### src/rtl/br_ctrl_pkg.sv
// br_ctrl_pkg: shared state encoding, ALU opcodes and C2 condition codes for branch control
package br_ctrl_pkg;
    typedef enum logic [2:0] {IDLE, T3, T4, T5, T6} state_t;
    localparam logic [4:0] ALU_NOP = 5'b00000;
    localparam logic [4:0] ALU_ADD = 5'b00011;
    localparam logic [1:0] COND_ZR = 2'b00;
    localparam logic [1:0] COND_NZ = 2'b01;
    localparam logic [1:0] COND_PL = 2'b10;
    localparam logic [1:0] COND_MI = 2'b11;
endpackage

### src/rtl/branch_sequencer_if.sv
// branch_sequencer_if: control-unit request and datapath step-enable bundle
interface branch_sequencer_if #(
    parameter int CNT_W    = 16,
    parameter int ALU_OP_W = 5
);
    logic                start;
    logic [1:0]          ir_c2;
    logic                con_ff;
    logic                abort;
    logic                busy;
    logic [1:0]          cond_sel;
    logic                con_clear;
    logic                gra;
    logic                r_out;
    logic                con_in;
    logic                pc_out;
    logic                y_in;
    logic                c_out;
    logic [ALU_OP_W-1:0] alu_op;
    logic                z_in;
    logic                zlow_out;
    logic                pc_in;
    logic                done;
    logic                taken;
    logic [CNT_W-1:0]    taken_count;
    logic [CNT_W-1:0]    not_taken_count;

    modport master (
        output start, ir_c2, con_ff, abort,
        input  busy, cond_sel, con_clear, gra, r_out, con_in, pc_out, y_in, c_out,
               alu_op, z_in, zlow_out, pc_in, done, taken, taken_count, not_taken_count
    );

    modport slave (
        input  start, ir_c2, con_ff, abort,
        output busy, cond_sel, con_clear, gra, r_out, con_in, pc_out, y_in, c_out,
               alu_op, z_in, zlow_out, pc_in, done, taken, taken_count, not_taken_count
    );
endinterface

### src/rtl/perf_counter.sv
// perf_counter: wrapping event counter with enable
module perf_counter #(
    parameter int CNT_W = 16
) (
    input  logic             clock,
    input  logic             reset_n,
    input  logic             en,
    output logic [CNT_W-1:0] count
);
    always_ff @(posedge clock) begin
        if (!reset_n) count <= '0;
        else if (en) count <= count + 1'b1;
    end
endmodule

### src/rtl/branch_sequencer.sv
// branch_sequencer: T3..T6 execute-phase step sequencer for conditional branches
module branch_sequencer #(
    parameter int                  CNT_W    = 16,
    parameter int                  ALU_OP_W = 5,
    parameter logic [ALU_OP_W-1:0] ALU_ADD  = br_ctrl_pkg::ALU_ADD
) (
    input logic               clock,
    input logic               reset_n,
    branch_sequencer_if.slave bus
);
    import br_ctrl_pkg::*;

    state_t state;
    logic   t6_ok;

    assign t6_ok         = (state == T6) && !bus.abort;
    assign bus.con_clear = (state == IDLE) && bus.start && !bus.abort;
    assign bus.zlow_out  = (state == T6);
    assign bus.done      = t6_ok;
    assign bus.pc_in     = t6_ok && bus.con_ff;

    always_ff @(posedge clock) begin
        {bus.gra, bus.r_out, bus.con_in, bus.pc_out, bus.y_in, bus.c_out, bus.z_in} <= '0;
        bus.alu_op <= '0;
        bus.busy <= 1'b0;
        if (!reset_n) begin
            state <= IDLE;
            bus.cond_sel <= '0;
            bus.taken <= 1'b0;
        end else if (state == IDLE) begin
            if (bus.start && !bus.abort) begin
                state <= T3;
                bus.cond_sel <= bus.ir_c2;
                bus.busy <= 1'b1;
                {bus.gra, bus.r_out, bus.con_in} <= '1;
            end
        end else if (bus.abort) begin
            state <= IDLE;
        end else begin
            case (state)
                T3: begin
                    state <= T4;
                    bus.busy <= 1'b1;
                    {bus.pc_out, bus.y_in} <= '1;
                end
                T4: begin
                    state <= T5;
                    bus.busy <= 1'b1;
                    {bus.c_out, bus.z_in} <= '1;
                    bus.alu_op <= ALU_ADD;
                end
                T5: begin
                    state <= T6;
                    bus.busy <= 1'b1;
                end
                default: begin
                    state <= IDLE;
                    bus.taken <= bus.con_ff;
                end
            endcase
        end
    end

    perf_counter #(.CNT_W(CNT_W)) u_taken (
        .clock   (clock),
        .reset_n (reset_n),
        .en      (t6_ok && bus.con_ff),
        .count   (bus.taken_count)
    );

    perf_counter #(.CNT_W(CNT_W)) u_not_taken (
        .clock   (clock),
        .reset_n (reset_n),
        .en      (t6_ok && !bus.con_ff),
        .count   (bus.not_taken_count)
    );
endmodule

### src/flat_wrapper.sv
// flat-port wrapper written by rule: the top's interface ports become plain ports
module branch_sequencer_flat import br_ctrl_pkg::*;
#(
    parameter int                  CNT_W    = 16,
    parameter int                  ALU_OP_W = 5,
    parameter logic [ALU_OP_W-1:0] ALU_ADD  = br_ctrl_pkg::ALU_ADD
)
  (clock, reset_n, bus_start, bus_ir_c2, bus_con_ff, bus_abort, bus_busy, bus_cond_sel, bus_con_clear, bus_gra, bus_r_out, bus_con_in, bus_pc_out, bus_y_in, bus_c_out, bus_alu_op, bus_z_in, bus_zlow_out, bus_pc_in, bus_done, bus_taken, bus_taken_count, bus_not_taken_count);
  branch_sequencer_if #(.CNT_W(CNT_W), .ALU_OP_W(ALU_OP_W)) bus_i ();
  input logic clock;
  input logic reset_n;
  input wire logic [$bits(bus_i.start)-1:0] bus_start;
  input wire logic [$bits(bus_i.ir_c2)-1:0] bus_ir_c2;
  input wire logic [$bits(bus_i.con_ff)-1:0] bus_con_ff;
  input wire logic [$bits(bus_i.abort)-1:0] bus_abort;
  output wire logic [$bits(bus_i.busy)-1:0] bus_busy;
  output wire logic [$bits(bus_i.cond_sel)-1:0] bus_cond_sel;
  output wire logic [$bits(bus_i.con_clear)-1:0] bus_con_clear;
  output wire logic [$bits(bus_i.gra)-1:0] bus_gra;
  output wire logic [$bits(bus_i.r_out)-1:0] bus_r_out;
  output wire logic [$bits(bus_i.con_in)-1:0] bus_con_in;
  output wire logic [$bits(bus_i.pc_out)-1:0] bus_pc_out;
  output wire logic [$bits(bus_i.y_in)-1:0] bus_y_in;
  output wire logic [$bits(bus_i.c_out)-1:0] bus_c_out;
  output wire logic [$bits(bus_i.alu_op)-1:0] bus_alu_op;
  output wire logic [$bits(bus_i.z_in)-1:0] bus_z_in;
  output wire logic [$bits(bus_i.zlow_out)-1:0] bus_zlow_out;
  output wire logic [$bits(bus_i.pc_in)-1:0] bus_pc_in;
  output wire logic [$bits(bus_i.done)-1:0] bus_done;
  output wire logic [$bits(bus_i.taken)-1:0] bus_taken;
  output wire logic [$bits(bus_i.taken_count)-1:0] bus_taken_count;
  output wire logic [$bits(bus_i.not_taken_count)-1:0] bus_not_taken_count;
  assign bus_i.start = bus_start;
  assign bus_i.ir_c2 = bus_ir_c2;
  assign bus_i.con_ff = bus_con_ff;
  assign bus_i.abort = bus_abort;
  assign bus_busy = bus_i.busy;
  assign bus_cond_sel = bus_i.cond_sel;
  assign bus_con_clear = bus_i.con_clear;
  assign bus_gra = bus_i.gra;
  assign bus_r_out = bus_i.r_out;
  assign bus_con_in = bus_i.con_in;
  assign bus_pc_out = bus_i.pc_out;
  assign bus_y_in = bus_i.y_in;
  assign bus_c_out = bus_i.c_out;
  assign bus_alu_op = bus_i.alu_op;
  assign bus_z_in = bus_i.z_in;
  assign bus_zlow_out = bus_i.zlow_out;
  assign bus_pc_in = bus_i.pc_in;
  assign bus_done = bus_i.done;
  assign bus_taken = bus_i.taken;
  assign bus_taken_count = bus_i.taken_count;
  assign bus_not_taken_count = bus_i.not_taken_count;
  branch_sequencer #(.CNT_W(CNT_W), .ALU_OP_W(ALU_OP_W), .ALU_ADD(ALU_ADD)) u_core (.clock(clock), .reset_n(reset_n), .bus(bus_i));
endmodule
### config.mk
export PLATFORM = sky130hd
export DESIGN_NAME = branch_sequencer_flat
export DESIGN_NICKNAME = d
export VERILOG_FILES = /design/src/rtl/br_ctrl_pkg.sv /design/src/rtl/branch_sequencer_if.sv /design/src/rtl/perf_counter.sv /design/src/rtl/branch_sequencer.sv /design/src/flat_wrapper.sv
export SDC_FILE = /design/constraint.sdc
export NUM_CORES = 1
export LEC_CHECK = 0
export ABC_AREA = 1
export ABC_CLOCK_PERIOD_IN_PS = 1600
export CAP_MARGIN = 20
export CORE_ASPECT_RATIO = 0.75
export CORE_UTILIZATION = 30
export CTS_CLUSTER_SIZE = 28
export DETAILED_ROUTE_END_ITERATION = 7
export GPL_TIMING_DRIVEN = 0
export SLEW_MARGIN = 20
export SYNTH_ARGS = -nofsm -noshare
export SYNTH_HDL_FRONTEND = slang
export SYNTH_SLANG_ARGS = --single-unit
### constraint.sdc
create_clock -name clock -period 1.6 [get_ports clock]
set_input_delay 0.24 -clock clock [delete_from_list [all_inputs] [get_ports clock]]
set_output_delay 0.24 -clock clock [all_outputs]
set_load 0.005 [all_outputs]
==> flow_metrics.env <==
export IMPL_status="complete, no violations"
export IMPL_synthTopCellsByCount="nand2_1, nor2_1, dfxtp_1, inv_1, a21oi_1"
export IMPL_gp_congestion=0.766
export IMPL_ys_types=30
export IMPL_n_antenna_cell=0
export IMPL_synth_edff_count=0
export IMPL_cts_tree="done"
export IMPL_ys_seq_elements=42
export IMPL_htreeDepth=2
export IMPL_synth_most_common_cell="nand2_1"
export IMPL_cts_buffer_depth=2
export IMPL_syn_area_sq_mm=0.00216
export IMPL_hold_path_class="reg2reg"
export IMPL_num_rows=26
export IMPL_clkTransAtPathRegs_ps=90
export IMPL_critPathMaxStageDelay_ps=540
export IMPL_initial_core_util_pct=31.3
export IMPL_setup_viol=0
export IMPL_dr_wl_met3_um=253
export IMPL_rsz0062_at_grt="no"
export IMPL_fp_dieW_um=100
export IMPL_ctsRootBufferMaster="clkbuf_8"
export IMPL_worst_path_max_fanout=7
export IMPL_yosysSeqAreaShare_pct=38.9
export IMPL_drt_iter0_markers=62
export IMPL_synth_area_top_cells="dfxtp_1, nand2_1, nor2_1"
export IMPL_slew_viol_final=0
export IMPL_die_area_sq_mm=0.00755
export IMPL_critPathBufInv=1
export IMPL_stdcell_area_sq_mm=0.00309
export IMPL_yosysWarnings=0
export IMPL_min_from="u_core.bus.cond_sel[1]"
export IMPL_core_sq_mm=0.00690
export IMPL_utilization_pct=44.7
export IMPL_met1_length_um=2780
export IMPL_area_growth_pct=42.9
export IMPL_drv_cap=0
export IMPL_vias=2141
export IMPL_synth_top_area_cell="dfxtp_1"
export IMPL_r2r_slack_ps=120
export IMPL_yosys_most_used_dff="dfxtp_1"
export IMPL_top_layer_used="met4"
export IMPL_cts_buffers=5
export IMPL_gr_total_overflow=0
export IMPL_clk_latency_ps=300
export IMPL_path_delay_family="buffers and inverters"
export IMPL_grt_pass1_wl_um=8860
export IMPL_reg2reg_depth=9
export IMPL_end_kind="output pin"
export IMPL_post_route_min_period_ps=1530
export IMPL_drt_pre_antenna_iters=4
export IMPL_ios=59
export IMPL_numPortBuffers=55
export IMPL_layout_drive_gt1_share_pct=17.6
export IMPL_ant_nets=0
export IMPL_worstSetupPathType="reg2out"
export IMPL_worstReg2RegEnd="u_core.u_not_taken.count[11]"
export IMPL_crit_path_start="u_core.u_taken.count[2]"
export IMPL_synth_cells=314
export IMPL_crit_chain="clkdlybuf4s50_1"
export IMPL_synth_area_per_cell_sq_um=6.88
export IMPL_antenna_found_initial=0
export IMPL_hold_viol=0
export IMPL_post_dp_hpwl_um=3850
export IMPL_chipHeight_um=75.5
export IMPL_finalCritPeriodShare_pct=95.6
export IMPL_post_place_ws_ps=-537
export IMPL_grt_max_degree=15
export IMPL_numClockSinks=42
export IMPL_vdd_drop_max_uv=327
export IMPL_layout_setup_ws_ps=71.1
export IMPL_p_leak_nw=1.13
export IMPL_viasPerCell=4.37
export IMPL_holdPathEnd="u_core.bus.cond_sel[1]"
export IMPL_slowest_stage="clkdlybuf4s50_1"
export IMPL_routed_wl_um=5380
export IMPL_drc=0
export IMPL_power_total_mw=2.05
export IMPL_clock_fmax_mhz=654
export IMPL_cts_hold_fix_buffers=0
export IMPL_cp_required_ps=1360
export IMPL_crit_arrival_ps=1290
export IMPL_synth_top_area_share_pct=38.9
export IMPL_worstReg2RegStart="u_core.state[0]"
export IMPL_grt_pass1_vias=1926
export IMPL_whs_path_depth=2
export IMPL_routedWlPerCell_um=11.0
export IMPL_grtUsageTotal_pct=15.2
export IMPL_fin_nets=400
export IMPL_skew_ps=7.72
export IMPL_dr_wl_met2_um=2290
export IMPL_cp_start_kind="register"
export IMPL_p_per_area_mw_per_mm2=664
export IMPL_async_flop_share_pct=0
export IMPL_placed_area_sq_mm=0.00284
[kinds of logic after synthesis]
logic type | synth area share (%)
and+or+nand+nor | 40.7
buffers and inverters | 11.9
DFF | 38.9
AOI/OAI and AO/OA | 5.97
xor gates and xnor gates | 1.22
adders and majority gates | 1.16
other | 0.174
[layout by cell type (no fill, tap or decap), types with 4 or more instances in the layout]
master | Yosys | final
nor2_1 | 57 | 51
o21ai_0 | 4 | 4
nand2_1 | 74 | 72
nor2_2 | 4 | 8
inv_1 | 40 | 38
nor2_4 | 5 | 7
nand3_1 | 16 | 16
a21oi_1 | 17 | 17
nor3_1 | 13 | 13
clkbuf_8 | 0 | 5
clkdlybuf4s50_1 | 0 | 49
dfxtp_1 | 42 | 39
nand4_1 | 8 | 8
buf_4 | 9 | 22
[repair_timing]
action	4_1_cts	5_1_grt
resized for setup	18	14
buffers inserted	12	2
pin swaps	4	3
gates cloned	0	0
setup endpoints to repair	4	23
[tightest hold or removal path, stage by stage, from the launching register on]
cell and delay (ps):
dfxtp_1 320, nand2_1 60, a21oi_1 50
[state kept, by name (all words and copies together), names as in the netlist]
signal and count:
u_core.bus.alu_op 1, u_core.bus.busy 1, u_core.bus.cond_sel 2, u_core.bus.pc_out 1, u_core.bus.r_out 1, u_core.bus.taken 1, u_core.state 3, u_core.u_not_taken.count 16
u_core.u_taken.count 16
[power breakdown]
group,internal [mW],total (mW),switching [mW]
registers,1.05,1.06,0.00449
logic,0.0649,0.129,0.0638
clock network,0.464,0.864,0.399
total,1.58,2.05,0.468
[layer usage]
metal | vias to the layer above | GRT usage (%)
li1 | 1137 | -
met4 | 0 | 4.83
met5 | - | 0
met2 | 49 | 23.8
met1 | 948 | 20.9
met3 | 7 | 3.58
[how the worst max path moves through the flow]
stage | end | slack (ps) | cells after the start
floorplan | u_core.u_not_taken.count[10] | 300 | 8
global placement | bus_pc_in | -530 | 6
detailed placement | bus_pc_in | -540 | 6
CTS | bus_con_clear | -4 | 7
global route | bus_done | 3 | 6
finish | bus_taken_count[2] | 70 | 1
[area by class of cell]
class / count / area (sq um)
repair buffers: 69 / 652
multi-input cells: 219 / 1100
inverters: 41 / 154
fillers: 748 / 3810
well taps: 98 / 123
clock buffers: 5 / 68.8
plain buffers: 13 / 93.8
flip-flops and latches: 42 / 847
clock inverters: 3 / 45.0
[through the flow]
stage | instances | TNS, ps | hold WS [ps]
floorplan | 316 | 0 | 363
global placement | 469 | -6950 | 458
detailed placement | 469 | -7060 | 461
CTS | 489 | -3.59 | 466
global route | 490 | 0 | 501
finish | 490 | 0 | 469
(Power assumes the default switching activity.)
